$ cat src/rtl/alu_arbiter.sv
// Two-requester arbiter sharing one combinational 64-bit ALU; mul/div hold it MULDIV_LAT cycles.
// Define ALU_ARB_RR_EN for round-robin grants; default is fixed priority to requester 0.
module alu_arbiter #(
  parameter int unsigned MULDIV_LAT = 4
) (
  input  logic        clk,
  input  logic        reset_n,
  input  logic        req0_valid,
  input  logic [2:0]  req0_op,
  input  logic [63:0] req0_a,
  input  logic [63:0] req0_b,
  output logic        req0_ready,
  output logic        rsp0_valid,
  output logic [63:0] rsp0_result,
  output logic        rsp0_zero,
  input  logic        rsp0_ready,
  input  logic        req1_valid,
  input  logic [2:0]  req1_op,
  input  logic [63:0] req1_a,
  input  logic [63:0] req1_b,
  output logic        req1_ready,
  output logic        rsp1_valid,
  output logic [63:0] rsp1_result,
  output logic        rsp1_zero,
  input  logic        rsp1_ready,
  output logic [2:0]  alu_operation,
  output logic [63:0] alu_a,
  output logic [63:0] alu_b,
  input  logic [63:0] alu_result,
  input  logic        alu_zero,
  output logic        busy
);
  localparam logic [2:0] OP_DIV = 3'b011;
  localparam logic [2:0] OP_MUL = 3'b100;
  localparam logic [3:0] LAT_M1 = 4'(MULDIV_LAT - 1);

  typedef enum logic [1:0] {IDLE, EXEC, RESP} state_t;

  state_t      state_q, state_d;
  logic        gnt_q;
  logic [2:0]  op_q;
  logic [63:0] a_q, b_q;
  logic [3:0]  cnt_q;
  logic [63:0] res_q;
  logic        zero_q;

  logic        accept, sel;
  logic [2:0]  sel_op;
  logic [63:0] sel_a, sel_b;

`ifdef ALU_ARB_RR_EN
  logic prio_q;  // requester that wins the next tie

  always_ff @(posedge clk or negedge reset_n) begin
    if (!reset_n) prio_q <= 1'b0;
    else if (accept) prio_q <= ~sel;
  end

  always_comb sel = (req0_valid && req1_valid) ? prio_q : !req0_valid;
`else
  always_comb sel = !req0_valid;
`endif

  // Ready is gated by reset so every output is low while reset is held.
  always_comb begin
    accept = reset_n && (state_q == IDLE) && (req0_valid || req1_valid);
    sel_op = sel ? req1_op : req0_op;
    sel_a  = sel ? req1_a  : req0_a;
    sel_b  = sel ? req1_b  : req0_b;
  end

  always_comb begin
    state_d = state_q;
    case (state_q)
      IDLE:    if (accept) state_d = EXEC;
      EXEC:    if (cnt_q == '0) state_d = RESP;
      RESP:    if (gnt_q ? rsp1_ready : rsp0_ready) state_d = IDLE;
      default: state_d = IDLE;
    endcase
  end

  always_ff @(posedge clk or negedge reset_n) begin
    if (!reset_n) begin
      state_q <= IDLE;
      gnt_q   <= 1'b0;
      op_q    <= '0;
      a_q     <= '0;
      b_q     <= '0;
      cnt_q   <= '0;
      res_q   <= '0;
      zero_q  <= 1'b0;
    end else begin
      state_q <= state_d;
      if (accept) begin
        gnt_q <= sel;
        op_q  <= sel_op;
        a_q   <= sel_a;
        b_q   <= sel_b;
        cnt_q <= (sel_op == OP_MUL || sel_op == OP_DIV) ? LAT_M1 : '0;
      end else if (state_q == EXEC && cnt_q != '0) begin
        cnt_q <= cnt_q - 4'd1;
      end
      if (state_q == EXEC && cnt_q == '0) begin
        // Divide by zero saturates regardless of what the ALU reports.
        if (op_q == OP_DIV && b_q == '0) begin
          res_q  <= '1;
          zero_q <= 1'b0;
        end else begin
          res_q  <= alu_result;
          zero_q <= alu_zero;
        end
      end
    end
  end

  always_comb begin
    busy          = (state_q != IDLE);
    req0_ready    = accept && !sel;
    req1_ready    = accept && sel;
    alu_operation = (state_q == EXEC) ? op_q : '0;
    alu_a         = (state_q == EXEC) ? a_q  : '0;
    alu_b         = (state_q == EXEC) ? b_q  : '0;
    rsp0_valid    = (state_q == RESP) && !gnt_q;
    rsp1_valid    = (state_q == RESP) && gnt_q;
    rsp0_result   = rsp0_valid ? res_q : '0;
    rsp1_result   = rsp1_valid ? res_q : '0;
    rsp0_zero     = rsp0_valid && zero_q;
    rsp1_zero     = rsp1_valid && zero_q;
  end

endmodule

$ cat config.mk
export PLATFORM = sky130hd
export DESIGN_NAME = alu_arbiter
export DESIGN_NICKNAME = d
export VERILOG_FILES = /design/src/rtl/alu_arbiter.sv
export SDC_FILE = /design/constraint.sdc
export NUM_CORES = 1
export LEC_CHECK = 0
export ABC_AREA = 1
export BUFFER_PORTS_ARGS = -buffer_cell sky130_fd_sc_hd__buf_4
export CAP_MARGIN = 10
export CORE_AREA = 5 5 233 235
export CTS_BUF_LIST = sky130_fd_sc_hd__clkbuf_8
export DETAILED_ROUTE_END_ITERATION = 12
export DIE_AREA = 0 0 238 240
export HOLD_SLACK_MARGIN = 0.02
export PLACE_DENSITY = 0.52
export SLEW_MARGIN = 20
export SYNTH_ARGS = -nofsm -noshare
export SYNTH_HDL_FRONTEND = slang
export SYNTH_SLANG_ARGS = --single-unit
$ cat constraint.sdc
create_clock -name clk -period 2.05 [get_ports clk]
set_clock_uncertainty 0.1 [all_clocks]
set_input_delay 0.41 -clock clk [delete_from_list [all_inputs] [get_ports clk]]
set_output_delay 0.41 -clock clk [all_outputs]
set_load 0.1 [all_outputs]
== Word level (Yosys, flattened, before mapping) ==
Index checks and enable logic that the tools add are counted.
Cells by class
  add/subtract/negate cells: 1
  eq/ne operators: 8
  multiplexer cells: 18
  reduce and logical (&&, ||, !) cells: 22
Operators by type and width (count)
  $mux 64: 7
  $logic_not 64->1: 1
  $logic_and 1x1->1: 11
  $mux 2: 4
  $mux 4: 2
  $eq 3x2->1 const B: 2
  $mux 3: 2
  $ne 2x2->1 const B: 3
  $pmux 2 s3: 1
  $logic_not 4->1: 1
  $reduce_bool 2->1: 2
  $reduce_bool 4->1: 1
  $sub 4x1->4 const B: 1
  $eq 3x3->1 const B: 1
  $reduce_and 3->1: 1
  $eq 2x1->1 const B: 1
  $eq 2x2->1 const B: 1
  $logic_not 1->1: 2
  $logic_not 2->1: 1
  $logic_or 1x1->1: 2
  $mux 1: 2
Word-level totals
  register bits after elaboration: 203
  input port bits: 333
  word-level logic and storage cells: 57

== Logic depth before layout (Yosys ltp) ==
  word-level depth: 5
  mapped depth: 10
  gate-level depth less buffers: 8

== Least setup slack after synthesis ==
Ideal clock, no wire load.
  kind: register -> output
  start: register state_q[0]
  end: output rsp1_result[13]
  arrival time: 3618 ps
  data required time: 1540 ps
  setup slack: -2078 ps
  stages on the path, launching flop included: 8
  cell sequence: dfrtp_1 -> inv_1 -> nand2_1 -> nor2_1 -> inv_1 -> buf_2 -> buf_1 -> nor2_1
Between the ends
  cells in the longest elaborated chain, start to end: 3
RTL lines
  start: declaration: line 39  | state_t state_q, state_d;
  start signal: assignment: line 93  | state_q <= state_d;
  $eq 2x2->1: line 124  | rsp1_valid = (state_q == RESP) && gnt_q;
  $logic_and 1x1->1: line 124
  net rsp1_valid: line 22  | output logic rsp1_valid,
  $mux 64: line 126  | rsp1_result = rsp1_valid ? res_q : '0;
  end: declaration: line 23  | output logic [63:0] rsp1_result,
The timed path passes the listed nets, and every way through them passes these cells.

== Worst setup path in the final report ==
  start: register state_q[1]
  end: output alu_a[36]
Between the ends
  cells in the longest elaborated chain, start to end: 2
RTL lines
  $eq 2x1->1: line 121  | alu_a = (state_q == EXEC) ? a_q : '0;
  $mux 64: line 121
  end: declaration: line 27  | output logic [63:0] alu_a,
Every way passes these cells.

==> impl_metrics.toml <==
[status]
status = "finished, violations left"
violations = "setup timing"

[setup_path]
cp.required_ps = 1540
critical_path_class = "reg -> out"
crit_fanout = 16
cp.depth = 5
arrival_ps = 2020
crit_buf_inv = 3
slowest_stage = "dfrtp_1"
ff2ff_path_depth = 7
worstSetupStartpointType = "flop"
slowest_delay_ps = 420
crit_path_end_kind = "primary output"
crit_chain = "nor2_4 > bufinv_16 > buf_12 > nor2_4 > buf_12"
cp_top_family = "buffers and inverters"

[timing]
min_period_ps = 2530
post-route-period-util_pct = 124
setup_violations = 265
timing.final.ws_setup_ps = -483
maxSlewHeadroom_pct = 39.1
tns_ps = -99540
rsz0062_at_grt = "true"
slew_violations = 0
clock.fmax_ghz = 0.395
worst_pin_slew_ps = 913
hold_viol = 0

[floorplanning]
io_pins = 599
chipHeight_um = 240
die_area_sq_um = 57100
die_w_um = 238
rows = 84
coreArea_sq_um = 52000
initial_core_util_pct = 20.3

[clocking]
cts_tree = "yes"
cts_buffers = 41
clkTransAtPathRegs_ps = 60
clk_latency_ps = 570
h-tree-depth = 2
cts_max_path_buffers = 3
cts_root_buf = "clkbuf_8"
clock_sinks = 203

[placement]
io_buffers = 598
post-place-ws_ps = -0.458
dpl.cell_count = 2707
dpl.hpwl_mm = 37.0
gp_congestion = 0.881

[job]
drv_cap = 0

[logic_synthesis]
yosysMostFrequentCell = "nor2_1"
ys_seq_area_share_pct = 48.1
synth_cells = 1458
netlist_area_sq_um = 10600
synth_cell_type_count = 21
async_reset_ff_share_pct = 100
ys.flop_type = "dfrtp_1"
synth.area.top_cells = "dfrtp_1 48%, nor2_1 15%, nand2_1 11%"
yosys_register_bits = 203
synth_common_cells = "429 x nor2_1, 297 x nand2_1, 211 x inv_1"
syn-num-nets = 1793
postSynthAreaPerCell_sq_um = 7.24
synth.top_cell.area_share_pct = 48.1
synth_top_area_cell = "dfrtp_1"
synth_warnings = 0
synth_edf_count = 0

[global_route]
grt_pass1_wl_mm = 87.5
grt_overflow = 0
grt_max_degree = 133
gr-usage-all-layers_pct = 19.3
grt_pass1_vias = 15200
antenna_found_initial = 6

[power]
p_total_w = 0.0435
leakagePower_nw = 11.3
vdd_drop_max_mv = 1.61
power.density_nw_per_um2 = 1680

[worst_hold_path]
hold_path_depth = 3
hold_path_class = "in -> reg"

[layout]
num-fill-cells = 4389
instances_no_fill = 3126
drive_gt1_share_pct = 41.0
nNetsFinal = 2737
syn_to_final_growth_pct = 145

[detailed_routing]
wl_per_cell_um = 19.0
antenna_left = 0
drc = 0
first_pass_iters = 5
finalWirelength_mm = 59.2
via_per_inst = 4.42
vias = 13800
drtIter0Drc = 520
through the flow:
stage / utilization (%) / instance area, sq um / hold slack (ps)
floorplan: - / 11900 / 14.4
finish: 49.6 / 25800 / 139
CTS: 47.6 / 24800 / 68.0
global placement: 33.4 / 17400 / 348
detailed placement: 33.4 / 17400 / 359
global route: 49.6 / 25800 / 102
metal layers:
layer | GRT usage (%) | vias to the layer above | part of all wire (%)
met1 | 22.1 | 6616 | 38
met5 | 0 | - | 0
li1 | - | 6387 | -
met4 | 8.07 | 0 | 4.8
met2 | 34.1 | 632 | 51
met3 | 5.23 | 169 | 6.8
flip-flops by register name, indices dropped and copies added (netlist names):
register	count
a_q	64
b_q	64
res_q	64
cnt_q	4
op_q	3
state_q	2
gnt_q	1
zero_q	1
repair_timing:
item,4_1_cts,5_1_grt
cloned,3,6
hold buffers,324,0
endpoints found under the hold margin,397,0
setup buffers,5,2
setup endpoints to repair,265,290
pin swaps,5,3
resized for setup,791,209
logic make-up (layout without fill, tap and decap cells):
family,Yosys count,after routing,synth area share [%]
and+or+nand+nor,739,739,26.5
DFF,203,203,48.1
other,0,6,0
adders and majority gates,2,2,0.237
buffers and inverters,306,1280,12.1
AOI/OAI and AO/OA,208,208,13.0
area by class of cell:
| type | instances | area, sq um | area share, % |
|---|---|---|---|
| diodes | 6 | 15.0 | 0.0582 |
| well taps | 688 | 861 | 3.33 |
| multi-input cells | 949 | 6130 | 23.7 |
| inverters | 214 | 850 | 3.29 |
| repair inverters | 3 | 45.0 | 0.174 |
| clock inverters | 24 | 163 | 0.630 |
| repair buffers | 990 | 12000 | 46.5 |
| flip-flops and latches | 203 | 5080 | 19.7 |
| clock buffers | 49 | 674 | 2.61 |
worst register-to-register path, delay by kind of cell, from the launching register on:
family,cells,cell delay (ps)
AND/OR/NAND/NOR,4,790
flip-flops,1,390
buffers and inverters,2,380
AO/OA/AOI/OAI,1,260
where the power goes:
group          internal, W  switching, W  leakage (nW)  total (W)
registers          0.00588      0.000842          2.39    0.00673
clock network      0.00242       0.00192         0.482    0.00434
logic               0.0109        0.0215          8.44     0.0324
total               0.0192        0.0243          11.3     0.0435
placed cells by master, fill, tap and decap left out, types with 5 or more instances in the layout:
cell type / count
buf_16: 6
nand2_1: 295
nor2_4: 256
diode_2: 6
nand3_1: 7
buf_4: 362
o21ai_0: 11
buf_12: 280
nor2_1: 170
nor2_2: 5
clkbuf_8: 49
dlygate4sd3_1: 324
o211ai_1: 128
buf_6: 10
inv_1: 223
a21oi_1: 66
dfrtp_1: 203
path summary, 6_finish.rpt:
kind,end,slack [ps],from
worst max-delay path,alu_a[36],-480,state_q[1]
worst min-delay path,op_q[2],140,req1_op[2]
worst max register to register,res_q[4],60,b_q[58]
worst min register to register,cnt_q[3],360,cnt_q[3]
max in group asynchronous,a_q[3],820,reset_n
min in group asynchronous,b_q[21],480,reset_n
(Power assumes the default switching activity.)
